===== src/rtl/fetch_controller_pkg.sv =====
// Shared definitions for the instruction fetch controller: FSM states,
// instruction width and default address-map parameters.
package fetch_controller_pkg;

    typedef enum logic [2:0] {
        IDLE,
        RUN,
        STALL,
        FLUSH,
        HALT
    } fetch_state_t;

    localparam int unsigned INSTR_BYTES       = 4;
    localparam logic [63:0] DEFAULT_RESET_PC  = 64'd0;
    localparam int unsigned DEFAULT_MEM_BYTES = 264;

    function automatic logic is_word_aligned(input logic [1:0] low_bits);
        return low_bits == 2'b00;
    endfunction

endpackage


===== src/rtl/fetch_controller_if.sv =====
// Fetch-stage signal bundle between the hazard/execute logic (master)
// and the fetch controller (slave).
interface fetch_controller_if;

    logic        PC_write;
    logic        Branch_taken;
    logic [63:0] Branch_target;
    logic [63:0] Instr_Address;
    logic        IF_ID_write;
    logic        IF_flush;
    logic        fetch_valid;
    logic        halted;
    logic        misalign_err;
    logic [31:0] fetch_count;

    modport master (
        output PC_write, Branch_taken, Branch_target,
        input  Instr_Address, IF_ID_write, IF_flush, fetch_valid,
               halted, misalign_err, fetch_count
    );

    modport slave (
        input  PC_write, Branch_taken, Branch_target,
        output Instr_Address, IF_ID_write, IF_flush, fetch_valid,
               halted, misalign_err, fetch_count
    );

endinterface


===== src/rtl/fetch_controller_sat_counter.sv =====
// Saturating up-counter with synchronous active-high reset.
module sat_counter #(
    parameter int unsigned WIDTH = 32
) (
    input  logic             clk,
    input  logic             reset,
    input  logic             inc,
    output logic [WIDTH-1:0] count
);

    always_ff @(posedge clk) begin
        if (reset) begin
            count <= '0;
        end else if (inc && (count != '1)) begin
            count <= count + WIDTH'(1);
        end
    end

endmodule


===== src/rtl/fetch_controller.sv =====
// Instruction fetch controller: drives the fetch PC, handles stalls,
// branch redirects, end-of-memory halt and misaligned-target detection.
module fetch_controller
    import fetch_controller_pkg::*;
#(
    parameter logic [63:0] RESET_PC  = DEFAULT_RESET_PC,
    parameter int unsigned MEM_BYTES = DEFAULT_MEM_BYTES
) (
    input logic               clk,
    input logic               reset,
    fetch_controller_if.slave bus
);

    localparam logic [63:0] LAST_PC = 64'(MEM_BYTES) - 64'(INSTR_BYTES);

    fetch_state_t state;
    logic [63:0]  pc;
    logic         if_flush_q;
    logic         fetch_valid_q;
    logic         halted_q;
    logic         misalign_q;
    logic         if_id_write;
    logic [64:0]  pc_next_wide;
    logic         advance_ok;
    logic         target_aligned;
    logic         target_in_range;
    logic [31:0]  count;

    // 65-bit increment so a PC near 2^64 cannot wrap back into the legal range.
    always_comb begin
        pc_next_wide    = {1'b0, pc} + 65'(INSTR_BYTES);
        advance_ok      = pc_next_wide <= {1'b0, LAST_PC};
        target_aligned  = is_word_aligned(bus.Branch_target[1:0]);
        target_in_range = bus.Branch_target <= LAST_PC;
        if_id_write     = !reset && ((state == RUN) || (state == STALL))
                          && bus.PC_write && !bus.Branch_taken;
    end

    always_ff @(posedge clk) begin
        if (reset) begin
            state         <= IDLE;
            pc            <= RESET_PC;
            if_flush_q    <= 1'b1;
            fetch_valid_q <= 1'b0;
            halted_q      <= 1'b0;
            misalign_q    <= 1'b0;
        end else begin
            fetch_valid_q <= if_id_write;
            if_flush_q    <= 1'b0;
            case (state)
                IDLE: begin
                    pc    <= RESET_PC;
                    state <= RUN;
                end
                // STALL shares RUN's decision tree; with PC_write=1 it issues a
                // fetch of the held PC, so it must advance like a normal RUN cycle.
                RUN, STALL: begin
                    if (bus.Branch_taken) begin
                        if (!target_aligned) begin
                            misalign_q <= 1'b1;
                            halted_q   <= 1'b1;
                            state      <= HALT;
                        end else if (!target_in_range) begin
                            halted_q <= 1'b1;
                            state    <= HALT;
                        end else begin
                            pc         <= bus.Branch_target;
                            if_flush_q <= 1'b1;
                            state      <= FLUSH;
                        end
                    end else if (!bus.PC_write) begin
                        state <= STALL;
                    end else if (advance_ok) begin
                        pc    <= pc_next_wide[63:0];
                        state <= RUN;
                    end else begin
                        halted_q <= 1'b1;
                        state    <= HALT;
                    end
                end
                FLUSH: begin
                    state <= RUN;
                end
                HALT: begin
                    state <= HALT;
                end
                default: begin
                    state <= IDLE;
                end
            endcase
        end
    end

    sat_counter #(
        .WIDTH(32)
    ) u_fetch_count (
        .clk  (clk),
        .reset(reset),
        .inc  (if_id_write),
        .count(count)
    );

    assign bus.Instr_Address = pc;
    assign bus.IF_ID_write   = if_id_write;
    assign bus.IF_flush      = if_flush_q;
    assign bus.fetch_valid   = fetch_valid_q;
    assign bus.halted        = halted_q;
    assign bus.misalign_err  = misalign_q;
    assign bus.fetch_count   = count;

endmodule


===== src/flat_wrapper.sv =====
// flat-port wrapper written by rule: the top's interface ports become plain ports
module fetch_controller_flat import fetch_controller_pkg::*;
#(
    parameter logic [63:0] RESET_PC  = DEFAULT_RESET_PC,
    parameter int unsigned MEM_BYTES = DEFAULT_MEM_BYTES
)
  (clk, reset, bus_PC_write, bus_Branch_taken, bus_Branch_target, bus_Instr_Address, bus_IF_ID_write, bus_IF_flush, bus_fetch_valid, bus_halted, bus_misalign_err, bus_fetch_count);
  fetch_controller_if bus_i ();
  input logic clk;
  input logic reset;
  input wire logic [$bits(bus_i.PC_write)-1:0] bus_PC_write;
  input wire logic [$bits(bus_i.Branch_taken)-1:0] bus_Branch_taken;
  input wire logic [$bits(bus_i.Branch_target)-1:0] bus_Branch_target;
  output wire logic [$bits(bus_i.Instr_Address)-1:0] bus_Instr_Address;
  output wire logic [$bits(bus_i.IF_ID_write)-1:0] bus_IF_ID_write;
  output wire logic [$bits(bus_i.IF_flush)-1:0] bus_IF_flush;
  output wire logic [$bits(bus_i.fetch_valid)-1:0] bus_fetch_valid;
  output wire logic [$bits(bus_i.halted)-1:0] bus_halted;
  output wire logic [$bits(bus_i.misalign_err)-1:0] bus_misalign_err;
  output wire logic [$bits(bus_i.fetch_count)-1:0] bus_fetch_count;
  assign bus_i.PC_write = bus_PC_write;
  assign bus_i.Branch_taken = bus_Branch_taken;
  assign bus_i.Branch_target = bus_Branch_target;
  assign bus_Instr_Address = bus_i.Instr_Address;
  assign bus_IF_ID_write = bus_i.IF_ID_write;
  assign bus_IF_flush = bus_i.IF_flush;
  assign bus_fetch_valid = bus_i.fetch_valid;
  assign bus_halted = bus_i.halted;
  assign bus_misalign_err = bus_i.misalign_err;
  assign bus_fetch_count = bus_i.fetch_count;
  fetch_controller #(.RESET_PC(RESET_PC), .MEM_BYTES(MEM_BYTES)) u_core (.clk(clk), .reset(reset), .bus(bus_i));
endmodule

===== config.mk =====
export PLATFORM = sky130hd
export DESIGN_NAME = fetch_controller_flat
export DESIGN_NICKNAME = d
export VERILOG_FILES = /design/src/rtl/fetch_controller_pkg.sv /design/src/rtl/fetch_controller_if.sv /design/src/rtl/fetch_controller_sat_counter.sv /design/src/rtl/fetch_controller.sv /design/src/flat_wrapper.sv
export SDC_FILE = /design/constraint.sdc
export NUM_CORES = 1
export LEC_CHECK = 0
export CORE_ASPECT_RATIO = 0.75
export CORE_MARGIN = 4
export CORE_UTILIZATION = 30
export DETAILED_ROUTE_END_ITERATION = 10
export PLACE_DENSITY = 0.63
export SYNTH_ARGS = -nofsm -noshare
export SYNTH_HDL_FRONTEND = slang
export SYNTH_SLANG_ARGS = --single-unit

===== constraint.sdc =====
create_clock -name clk -period 4.95 [get_ports clk]
set_clock_uncertainty 0.1 [all_clocks]
set_input_delay 0.7425 -clock clk [delete_from_list [all_inputs] [get_ports clk]]
set_output_delay 0.7425 -clock clk [all_outputs]
set_load 0.02 [all_outputs]

==> flow_metrics.tcl <==
set metrics [dict create \
    htreeDepth 3 \
    dp_slack_ps 980 \
    max-slew-margin-rel_pct 43.8 \
    drv_slew 0 \
    synthesis.area_um2 5530 \
    grt_pass1_vias 4955 \
    die_w_um 165 \
    synth_warnings 0 \
    crit_fanout 55 \
    layout_min_cycle_time_ps 3990 \
    end_kind "flip-flop" \
    syn_nets 740 \
    yosysTopAreaCellShare_pct 37.3 \
    vias 5564 \
    grt_usage_pct 16.2 \
    yosys.cell_types.count 57 \
    synthTopCellsByArea "dfxtp_1, and2_1, xor2_1, nand3_1, nor4_1" \
    power.density_nw_per_um2 224 \
    worst_slack_ps 964 \
    grt_max_degree 56 \
    cts.path.max_buffers 2 \
    antenna_cells 0 \
    worst_slew_pin_slew_ps 837 \
    ys_ff_latch 103 \
    drive_above_1_share_pct 5.09 \
    drt_iter0_drc 263 \
    critPathArrivalTime_ps 4130 \
    clock-sinks 103 \
    routed.top_layer "met4" \
    whs_ps 374 \
    fillCellCount 1765 \
    power.total_w 0.00174 \
    met3_length_mm 1.78 \
    start_kind "flip-flop" \
    holdBufCountCts 0 \
    ctsRootBufferMaster "clkbuf_16" \
    coreArea_um2 17900 \
    drv_cap 0 \
    final-seq-area_um2 2060 \
    dr.pass1.iters 5 \
    rsz0062_at_grt "false" \
    die_height_um 126 \
    vias_per_cell 5.12 \
    whs_path_depth 2 \
    ios 169 \
    hold_viol_final 0 \
    place_congestion 0.983 \
    io_buffers 168 \
    gr-total-overflow 0 \
    synth-edff-count 0 \
    die-area_um2 20700 \
    drc 0 \
    syn_inst 669 \
    cellLeakagePower_nw 2.66 \
    rows 42 \
    synthArstFlopShare_pct 0 \
    antenna_left 0 \
    antenna_found_initial 0 \
    hpwl_mm 13.3 \
    routed_wl_mm 17.5 \
    start_util_pct 31.0 \
    synth-main-ff-cell "dfxtp_1" \
    post_cts_buffers 0 \
    syn_area_per_cell_um2 8.27 \
    routed-wl-met2_mm 7.10 \
    status "complete, no violations" \
    syn_to_final_growth_pct 40.8 \
    grt_pass1_wl_mm 26.9 \
    netlist_top_cells_count "dfxtp_1, and2_1, nor2_1" \
    numCtsBuffers 9 \
    ys_seq_area_share_pct 37.3 \
    wl_met1_mm 8.39 \
    hold_class "reg2reg" \
    ctsResizeCount 0 \
    worstPathRequired_ps 5090 \
    cts_tree "done" \
    cts.reportedPaths.clkPinSlew_ps 70 \
    setup_viol 0 \
    finalCritPeriodShare_pct 80.5 \
    max_freq_ghz 0.251 \
    insertion_delay_ps 350 \
    fin_tns_setup_ps 0 \
    rr_worst_depth 10 \
    nets 912 \
    vdd_ir_drop_max_v 0.000139 \
    multi_input_area_um2 3300 \
    wire_per_inst_um 16.1 \
    crit_type "reg2reg" \
    yosysMostFrequentCell "dfxtp_1" \
    utilization_pct 43.6 \
    synth_largest_area_cell "dfxtp_1" \
]
[critical path: stages (launching register included)]
cell and delay, ps:
dfxtp_1 490, nand4_2 260, nor3_1 710, nand3_1 410
nor4_1 410, o22ai_1 130, nor4_1 490, and2_1 270
a211oi_4 70, buf_4 280, and2_1 220
[stage by stage]
step / instances / area [um^2]
after floorplan: 669 / 5530
after global placement: 1072 / 7490
after detailed placement: 1072 / 7490
after CTS: 1087 / 7790
after global routing: 1087 / 7790
final: 1087 / 7790
[kinds of logic (layout without fill, tap and decap cells)]
| kind of cell | count (synthesis) | in the layout | share of synthesized area, % |
|---|---|---|---|
| simple gates | 382 | 382 | 37.8 |
| flops | 103 | 103 | 37.3 |
| compound gates | 77 | 77 | 9.66 |
| xor+xnor | 52 | 52 | 8.24 |
| buf+inv | 34 | 210 | 3.05 |
| mux | 18 | 18 | 3.28 |
| fa+ha+maj | 3 | 3 | 0.679 |
[layer usage]
layer / vias up / global-route usage, %
met5: - / 0
met4: 0 / 4.40
met3: 16 / 4.77
met2: 247 / 23.1
met1: 2531 / 23.6
li1: 2770 / -
[registers in the layout, indices dropped and copies added, names as in the netlist]
signal                      cells
u_core.u_fetch_count.count     32
u_core.bus.halted               1
u_core.bus.Instr_Address       64
u_core.bus.fetch_valid          1
u_core.bus.IF_flush             1
u_core.state                    3
u_core.bus.misalign_err         1
[layout make-up]
class	instances	area share [%]
Clock inverter	4	0.707
Tap cell	242	3.89
Sequential cell	103	26.5
Inverter	16	0.771
Timing Repair Buffer	179	22.7
Clock buffer	11	3.12
Multi-Input combinational cell	532	42.4
[final timing paths]
kind                                start                            to  slack (ps)
max          u_core.bus.Instr_Address[13]  u_core.bus.Instr_Address[30]         960
min               u_core.bus.misalign_err       u_core.bus.misalign_err         370
max reg2reg  u_core.bus.Instr_Address[13]  u_core.bus.Instr_Address[30]         960
min reg2reg       u_core.bus.misalign_err       u_core.bus.misalign_err         370
[layout by cell type (no fill, tap or decap), types with 11 or more instances in the layout]
| cell type | Yosys | final |
|---|---|---|
| a21oi_1 | 12 | 12 |
| and2_1 | 65 | 65 |
| and3_1 | 11 | 11 |
| and4_1 | 12 | 12 |
| buf_4 | 0 | 11 |
| clkdlybuf4s50_1 | 0 | 168 |
| dfxtp_1 | 103 | 103 |
| inv_1 | 16 | 16 |
| mux2i_1 | 17 | 17 |
| nand2_1 | 57 | 57 |
| nand3_1 | 47 | 47 |
| nand4_1 | 30 | 30 |
| nor2_1 | 58 | 58 |
| nor3_1 | 21 | 21 |
| nor4_1 | 36 | 36 |
| o21ai_0 | 19 | 19 |
| or3_1 | 13 | 13 |
| xnor2_1 | 19 | 19 |
| xor2_1 | 33 | 33 |
[power breakdown]
group	switching, W	internal [W]	total (W)
Clock	0.000320	0.000406	0.000726
Combinational	0.0000780	0.0000900	0.000168
Sequential	0.0000116	0.000836	0.000848
Total	0.000410	0.00133	0.00174
Power figures use the tool's default switching activity.
